`config.mk`:
```
export PLATFORM = sky130hd
export DESIGN_NAME = dmem_store_buffer
export DESIGN_NICKNAME = d
export VERILOG_FILES = /design/src/rtl/dmem_store_buffer.sv
export SDC_FILE = /design/constraint.sdc
export NUM_CORES = 1
export LEC_CHECK = 0
export CAP_MARGIN = 20
export CORE_ASPECT_RATIO = 0.8
export CORE_MARGIN = 10
export CORE_UTILIZATION = 50
export CTS_BUF_LIST = sky130_fd_sc_hd__clkbuf_8
export CTS_CLUSTER_DIAMETER = 100
export DETAILED_ROUTE_END_ITERATION = 6
export PLACE_DENSITY = 0.78
export SYNTH_ARGS = -nofsm -noshare
export SYNTH_HDL_FRONTEND = slang
export SYNTH_SLANG_ARGS = --single-unit
```
`constraint.sdc`:
```
create_clock -name clk_i -period 8.45 [get_ports clk_i]
set_input_delay 1.69 -clock clk_i [delete_from_list [all_inputs] [get_ports clk_i]]
set_output_delay 1.69 -clock clk_i [all_outputs]
set_load 0.01 [all_outputs]
```
`src/rtl/dmem_store_buffer.sv`:
```
// Posted-write store buffer between the CPU data port and data_memory.
// Optional store-to-load forwarding of exact word matches: define STORE_FWD_EN.
module dmem_store_buffer #(
    parameter int ram_width = 32,
    parameter int ram_add   = 8,
    parameter int depth     = 4
) (
    input  logic                     clk_i,
    input  logic                     rst_ni,
    input  logic                     cpu_en_i,
    input  logic                     cpu_we_i,
    input  logic [ram_add-1:0]       cpu_addr_i,
    input  logic [ram_width-1:0]     cpu_din_i,
    input  logic [1:0]               cpu_data_format_i,
    input  logic                     cpu_data_sign_i,
    output logic [ram_width-1:0]     cpu_dout_o,
    output logic                     stall_o,
    output logic                     mem_en_o,
    output logic                     mem_we_o,
    output logic [ram_add-1:0]       mem_addr_o,
    output logic [ram_width-1:0]     mem_din_o,
    output logic [1:0]               mem_data_format_o,
    output logic                     mem_data_sign_o,
    input  logic [ram_width-1:0]     mem_dout_i,
    output logic                     empty_o,
    output logic [$clog2(depth):0]   count_o
);

    localparam int PTR_W = $clog2(depth);
    localparam int CNT_W = PTR_W + 1;
    localparam logic [1:0] FMT_WORD = 2'b10;

    typedef struct packed {
        logic [ram_add-1:0]   addr;
        logic [ram_width-1:0] data;
        logic [1:0]           fmt;
    } entry_t;

    typedef enum logic [1:0] {MODE_IDLE, MODE_LOAD, MODE_DRAIN} mode_e;

    entry_t           fifo_q [depth];
    logic [PTR_W-1:0] head_q, head_d, tail_q, tail_d;
    logic [CNT_W-1:0] count_q, count_d;

    mode_e  mode;
    entry_t head_entry;
    logic   is_load, is_store, full, empty, hazard, fwd_hit, push, pop;

    assign is_load    = cpu_en_i && !cpu_we_i;
    assign is_store   = cpu_en_i && cpu_we_i;
    assign full       = (count_q == CNT_W'(depth));
    assign empty      = (count_q == '0);
    assign head_entry = fifo_q[head_q];

`ifdef STORE_FWD_EN
    logic                 young_exact, any_nonword, fwd_valid_q;
    logic [ram_width-1:0] young_data, fwd_data_q;
`endif

    // Scan from head to tail so the last match seen is the youngest one.
    // NOTE: every always_comb output gets a default before any branch, so no latch can form.
    always_comb begin
        hazard = 1'b0;
`ifdef STORE_FWD_EN
        young_exact = 1'b0;
        any_nonword = 1'b0;
        young_data  = '0;
`endif
        for (int i = 0; i < depth; i++) begin
            if (CNT_W'(i) < count_q &&
                fifo_q[head_q + PTR_W'(i)].addr[ram_add-1:2] == cpu_addr_i[ram_add-1:2]) begin
                hazard = 1'b1;
`ifdef STORE_FWD_EN
                young_exact = (fifo_q[head_q + PTR_W'(i)].addr == cpu_addr_i) &&
                              (fifo_q[head_q + PTR_W'(i)].fmt == FMT_WORD);
                young_data  = fifo_q[head_q + PTR_W'(i)].data;
                if (fifo_q[head_q + PTR_W'(i)].fmt != FMT_WORD) any_nonword = 1'b1;
`endif
            end
        end
    end

`ifdef STORE_FWD_EN
    assign fwd_hit = is_load && (cpu_data_format_i == FMT_WORD) && hazard &&
                     young_exact && !any_nonword;
`else
    assign fwd_hit = 1'b0;
`endif

    always_comb begin
        mode    = MODE_IDLE;
        stall_o = 1'b0;
        push    = 1'b0;
        pop     = 1'b0;
        if (rst_ni) begin
            if (is_load && !hazard)
                mode = MODE_LOAD;
            else if (!empty && (!cpu_en_i || (is_store && full) || (is_load && hazard)))
                mode = MODE_DRAIN;
            push    = is_store && !full;
            pop     = (mode == MODE_DRAIN);
            stall_o = (is_store && full) || (is_load && hazard && !fwd_hit);
        end
    end

    always_comb begin
        mem_en_o          = 1'b0;
        mem_we_o          = 1'b0;
        mem_addr_o        = '0;
        mem_din_o         = '0;
        mem_data_format_o = '0;
        mem_data_sign_o   = 1'b0;
        case (mode)
            MODE_LOAD: begin
                mem_en_o          = 1'b1;
                mem_addr_o        = cpu_addr_i;
                mem_data_format_o = cpu_data_format_i;
                mem_data_sign_o   = cpu_data_sign_i;
            end
            MODE_DRAIN: begin
                mem_en_o          = 1'b1;
                mem_we_o          = 1'b1;
                mem_addr_o        = head_entry.addr;
                mem_din_o         = head_entry.data;
                mem_data_format_o = head_entry.fmt;
            end
            default: ;
        endcase
    end

    always_comb begin
        head_d  = pop  ? head_q + 1'b1 : head_q;
        tail_d  = push ? tail_q + 1'b1 : tail_q;
        count_d = count_q;
        if (push)     count_d = count_q + 1'b1;
        else if (pop) count_d = count_q - 1'b1;
    end

    // NOTE: state registers use non-blocking assignments so every flop samples pre-edge values.
    always_ff @(posedge clk_i) begin
        if (!rst_ni) begin
            head_q  <= '0;
            tail_q  <= '0;
            count_q <= '0;
        end else begin
            head_q  <= head_d;
            tail_q  <= tail_d;
            count_q <= count_d;
        end
    end

    // NOTE: the entry array has no reset; count_q alone decides which slots are valid.
    always_ff @(posedge clk_i) begin
        if (push) fifo_q[tail_q] <= '{addr: cpu_addr_i, data: cpu_din_i, fmt: cpu_data_format_i};
    end

`ifdef STORE_FWD_EN
    always_ff @(posedge clk_i) begin
        if (!rst_ni) begin
            fwd_valid_q <= 1'b0;
            fwd_data_q  <= '0;
        end else begin
            fwd_valid_q <= fwd_hit;
            if (fwd_hit) fwd_data_q <= young_data;
        end
    end

    assign cpu_dout_o = (rst_ni && fwd_valid_q) ? fwd_data_q : mem_dout_i;
`else
    assign cpu_dout_o = mem_dout_i;
`endif

    assign empty_o = !rst_ni || empty;
    assign count_o = rst_ni ? count_q : '0;

endmodule

```
# Word-level counts from Yosys, hierarchy flattened
# Memory sizes are Yosys's and may differ from the RTL's. A register that Yosys moved wholly into a read port is not among the register bits.
# Cells that the tools add are included.
[classes]
n_mux = 24
add_sub_neg = 6
eq_ne = 8
order_cmp = 4
n_reduce_logical = 24
[ops]
columns = ["operator", "count"]
rows = [
  ["$mux W32", 1],
  ["$eq A6 B6 Y1", 4],
  ["$pmux W8 S2", 1],
  ["$mux W1", 12],
  ["$mux W2", 6],
  ["$logic_and A1 B1 Y1", 11],
  ["$mux W3", 3],
  ["$logic_not A1 Y1", 6],
  ["$lt A1 B3 Y1 const A", 2],
  ["$lt A2 B3 Y1 const A", 2],
  ["$add A2 B1 Y2 const B", 2],
  ["$add A2 B2 Y2 const B", 2],
  ["$eq A2 B2 Y1 const B", 2],
  ["$logic_or A1 B1 Y1", 4],
  ["$pmux W2 S2", 1],
  ["$add A3 B1 Y3 const B", 1],
  ["$eq A3 B3 Y1 const B", 1],
  ["$logic_not A3 Y1", 1],
  ["$sub A3 B1 Y3 const B", 1],
  ["$eq A2 B1 Y1 const B", 1],
  ["$reduce_bool A2 Y1", 1],
  ["$reduce_or A2 Y1", 1],
]
[totals]
memories = 1
ram_bits = 168
wordCells = 70
regBits = 7
[memory_table]
columns = ["memory", "words", "width", "rd", "rd_clocked_by_memory_dff", "wr", "line", "text"]
rows = [
  ["fifo_q", 4, 42, 4, 1, 1, "41", "entry_t fifo_q [depth];"],
]

# Depth between registers and ports, before layout
# An unclocked memory read counts as a cell.
[depth]
ltp_word = 17
depth_mapped = 11

# Worst setup path before layout
# OpenSTA, ideal clock, no wires.
[synth_path]
path_kind = "input-to-output"
from = "in cpu_addr_i[5]"
to = "out mem_addr_o[1]"
setup_slack_ns = 3.394
t_required_ns = 6.760
arrival_time_ns = 3.366
path_stages = 9
path_cell_list = "clkbuf_1 > nor2b_1 > mux2_1 > o21ai_1 > a2111oi_4 > o32ai_2 > nand4_1 > buf_2 > o22ai_1"
[synth_between]
elab_chain_cells = 15
[synth_rtl]
columns = ["item", "line", "text"]
rows = [
  ["from (decl)", "12", "input logic [ram_add-1:0] cpu_addr_i,"],
  ["$eq A6 B6 Y1", "71", "fifo_q[head_q + PTR_W'(i)].addr[ram_add-1:2] == cpu_addr_i[ram_add-1:2]) begin"],
  ["$logic_and A1 B1 Y1", "70", "if (CNT_W'(i) < count_q &&"],
  ["$mux W1 (3 in a row)", "70", ""],
  ["$mux W1 *", "70", ""],
  ["$logic_and A1 B1 Y1", "98", "else if (!empty && (!cpu_en_i || (is_store && full) || (is_load && hazard)))"],
  ["$logic_or A1 B1 Y1", "98", ""],
  ["$logic_and A1 B1 Y1", "98", ""],
  ["$mux W2", "98", ""],
  ["$mux W2 *", "96", "if (is_load && !hazard)"],
  ["$mux W2 * (2 in a row)", "95", "if (rst_ni) begin"],
  ["$eq A2 B2 Y1 or $eq A2 B1 Y1 (tied branches)", "113", "case (mode)"],
  ["$pmux W8 S2 *", "113", ""],
  ["to (decl)", "20", "output logic [ram_add-1:0] mem_addr_o,"],
]
# Mark *: on every way between the ends. The rest lies on a longest branch, timed or not. The select of a mux whose other input is x is not followed.

# Final worst setup path
# Same ends and word-level chain as after synthesis.

==> metrics.txt <==
Hold Path Class=reg2reg; 1st-pass router iterations=4; DP Wirelength=10,500 µm; largest net degree at the start of global routing=46; Setup-failing EPs final=0; worst-path maximum fanout=13; Post-Synth XOR/XNOR Area=0.0289; DRC viols=0; Clock Pin Slew Worst Setup and Hold Paths=0.09 ns; Slew @ Worst Pin=1.05 ns; Overflow after GRT=0; CP dominant cell by count=clkdlybuf4s50_1; multiplexer share of the synthesized area=0.174; H-tree depth=4; I/O pin count=161; Placed Instances=743; Iter 0 DRT Violations=249; area grow syn2layout=15.8%; All-Layer GR Usage=0.153; initial antenna violation count=0; Initial Util=0.514; vias in the first global route=4,679; Seq/Total Area, Yosys=0.639; routed wire length=16,400 µm; Avg Inst Size Synth=16.9 µm²; Critical Path Sink Type=primary output; Die ar.=21,900 µm²; Synth Flop Type=edfxtp_1; dpl ws=1.60 ns; fraction of layout cells with a size suffix above 1=0.184; # hold bufs at CTS=0; synthesized area=8180 µm²; Post-Syn Nets=570; flops & latches, synth=177; Critical Path Max Stage Delay=0.67 ns; max frequency=147 MHz; Chip Height=134 µm; total CTS buffers=17; Antenna Cells=0; most frequent cells in the layout=edfxtp_1 (168), clkdlybuf4s50_1 (96), mux4_2 (54), nor2b_1 (35), inv_1 (28); kind of critical path=in2out; WL/cell=21.2 µm; Final Skew=0.0120 ns; fin nets=634; Placement Cell Area=9090 µm²; Skew-Pair Late Insertion Delay=0.45 ns; Yosys top cell by area=edfxtp_1; Rows=41; port buffer count=96; Die W=163 µm; Compound-Gate Fraction of Synth Area=0.0317; max-cap violation count=0; maximum clock path buffer count=2; Final WS setup=1.63 ns; CTS resizes=0; slowest stage cell, crit path=nand4_1; Slew Limit Fails=0; fin cells=775; final-layout fill cell count=1,182; clock sinks=177; commonest non-fill, non-tap cell in the layout=edfxtp_1; CTS Root Cell=clkbuf_8; Setup TNS=0 ns; final hold violations=0; Adder-Cell Fraction of Synth Area=0.0122; P per Cell Area=237 nW/µm²; Worst EP arrival=5.13 ns; Synth area leaders=edfxtp_1 (62%), mux4_2 (15%), buf_4 (3.1%); Setup Fix Bufs, Post-CTS=0; TritonCTS clock tree=built; yosys warns=0; Simple-Gate Fraction of Synth Area=0.0563; EDFF count, synth=168; status=completed; number of vias per cell=5.61; design area=9470 µm²; area share of the largest cell type after synthesis=0.617; RSZ-0062 raised after global routing=no; multi-input logic area=2480 µm²; Startpoint Class=input pin; core area=15,900 µm²; Reg area=5230 µm²; critical-path cell list=clkdlybuf4s50_1, nor2b_1, mux2_1, o21ai_1, a2111oi_4, o32ai_2, nand4_1, o22ai_1, clkdlybuf4s50_1; first-pass GRT wire length=25,900 µm; Vias=4,344; Critical Path RT=6.76 ns; Syn Inst Count=483; Post-synth ARST share=0; post-route ant nets=0; LEAKAGE=3.00 nW; Max VDD drop=0.142 mV; Yosys cell types=42; Routability Congestion=0.822; main combinational cell family by area after synthesis=multiplexers; period utilization=0.807; Final Critical Period=6.82 ns; Rel. slew slack=0.301
routing by layer:
metal / vias to the layer above / GRT usage / wire, µm
met5: - / 0 / 0
met4: 0 / 0.0455 / 178
met3: 24 / 0.0492 / 1120
met2: 150 / 0.261 / 8440
met1: 2205 / 0.181 / 6710
li1: 1965 / - / -
registers in the layout, indices dropped and copies added (netlist names), named ones only:
register,cells
fifo_q,168
count_q,3
tail_q,2
head_q,2
report_power, final:
group / internal, mW / switching (mW) / total, mW
Combinational: 0.362 / 0.241 / 0.603
Clock: 0.261 / 0.300 / 0.561
Sequential: 0.990 / 0.0936 / 1.08
Total: 1.61 / 0.635 / 2.25
layout make-up:
cell class,instances,area share
multi-input combinational,222,0.262
timing repair buffer,103,0.107
tap,215,0.0284
clock buffer,17,0.0247
clock inverter,15,0.0152
sequential,177,0.552
inverter,26,0.0103
critical path: cells and delay by family:
kind | cells | cell delay (ns)
buffers and inverters | 2 | 1.20
AOI/OAI and AO/OA | 4 | 1.02
and+or+nand+nor | 2 | 0.90
muxes | 1 | 0.32
kinds of logic after synthesis:
kind of cell / count (synthesis)
flip-flops: 177
buffers and inverters: 84
AO/OA/AOI/OAI: 33
adder cells (fa/ha/maj): 8
multiplexers: 74
AND/OR/NAND/NOR: 80
XOR/XNOR: 27
worst paths after layout:
check             cells after the start  slack, ns                     end                   start
setup / recovery                      9       1.63           mem_addr_o[1]           cpu_addr_i[5]
hold / removal                        2       0.58  tail_q[1]$_SDFFE_PN0P_  tail_q[1]$_SDFFE_PN0P_
setup reg to reg                      8       4.99                register                register
hold reg to reg                       2       0.58  tail_q[1]$_SDFFE_PN0P_  tail_q[1]$_SDFFE_PN0P_
through the flow:
stage               total power, mW  utilization  hold WS, ns
global placement               1.71        0.572        0.545
CTS                            2.27        0.596        0.584
global route                   2.36        0.596        0.600
finish                         2.25        0.596        0.583
floorplan                      1.54            -        0.528
detailed placement             1.72        0.572        0.571
Yosys cell counts (all sizes together), types with 3 or more instances:
master  count
mux2        4
nand3       3
ha          8
o22ai      10
and2        3
clkbuf     12
dfxtp       9
mux4       54
and3        7
nor3b       3
inv        26
o21ai       8
nor2        7
nand4       3
nor3        3
mux2i      16
edfxtp    168
xnor2      27
nor2b      35
buf        46
a21oi       4
nand2      11
(Power assumes the default switching activity.)
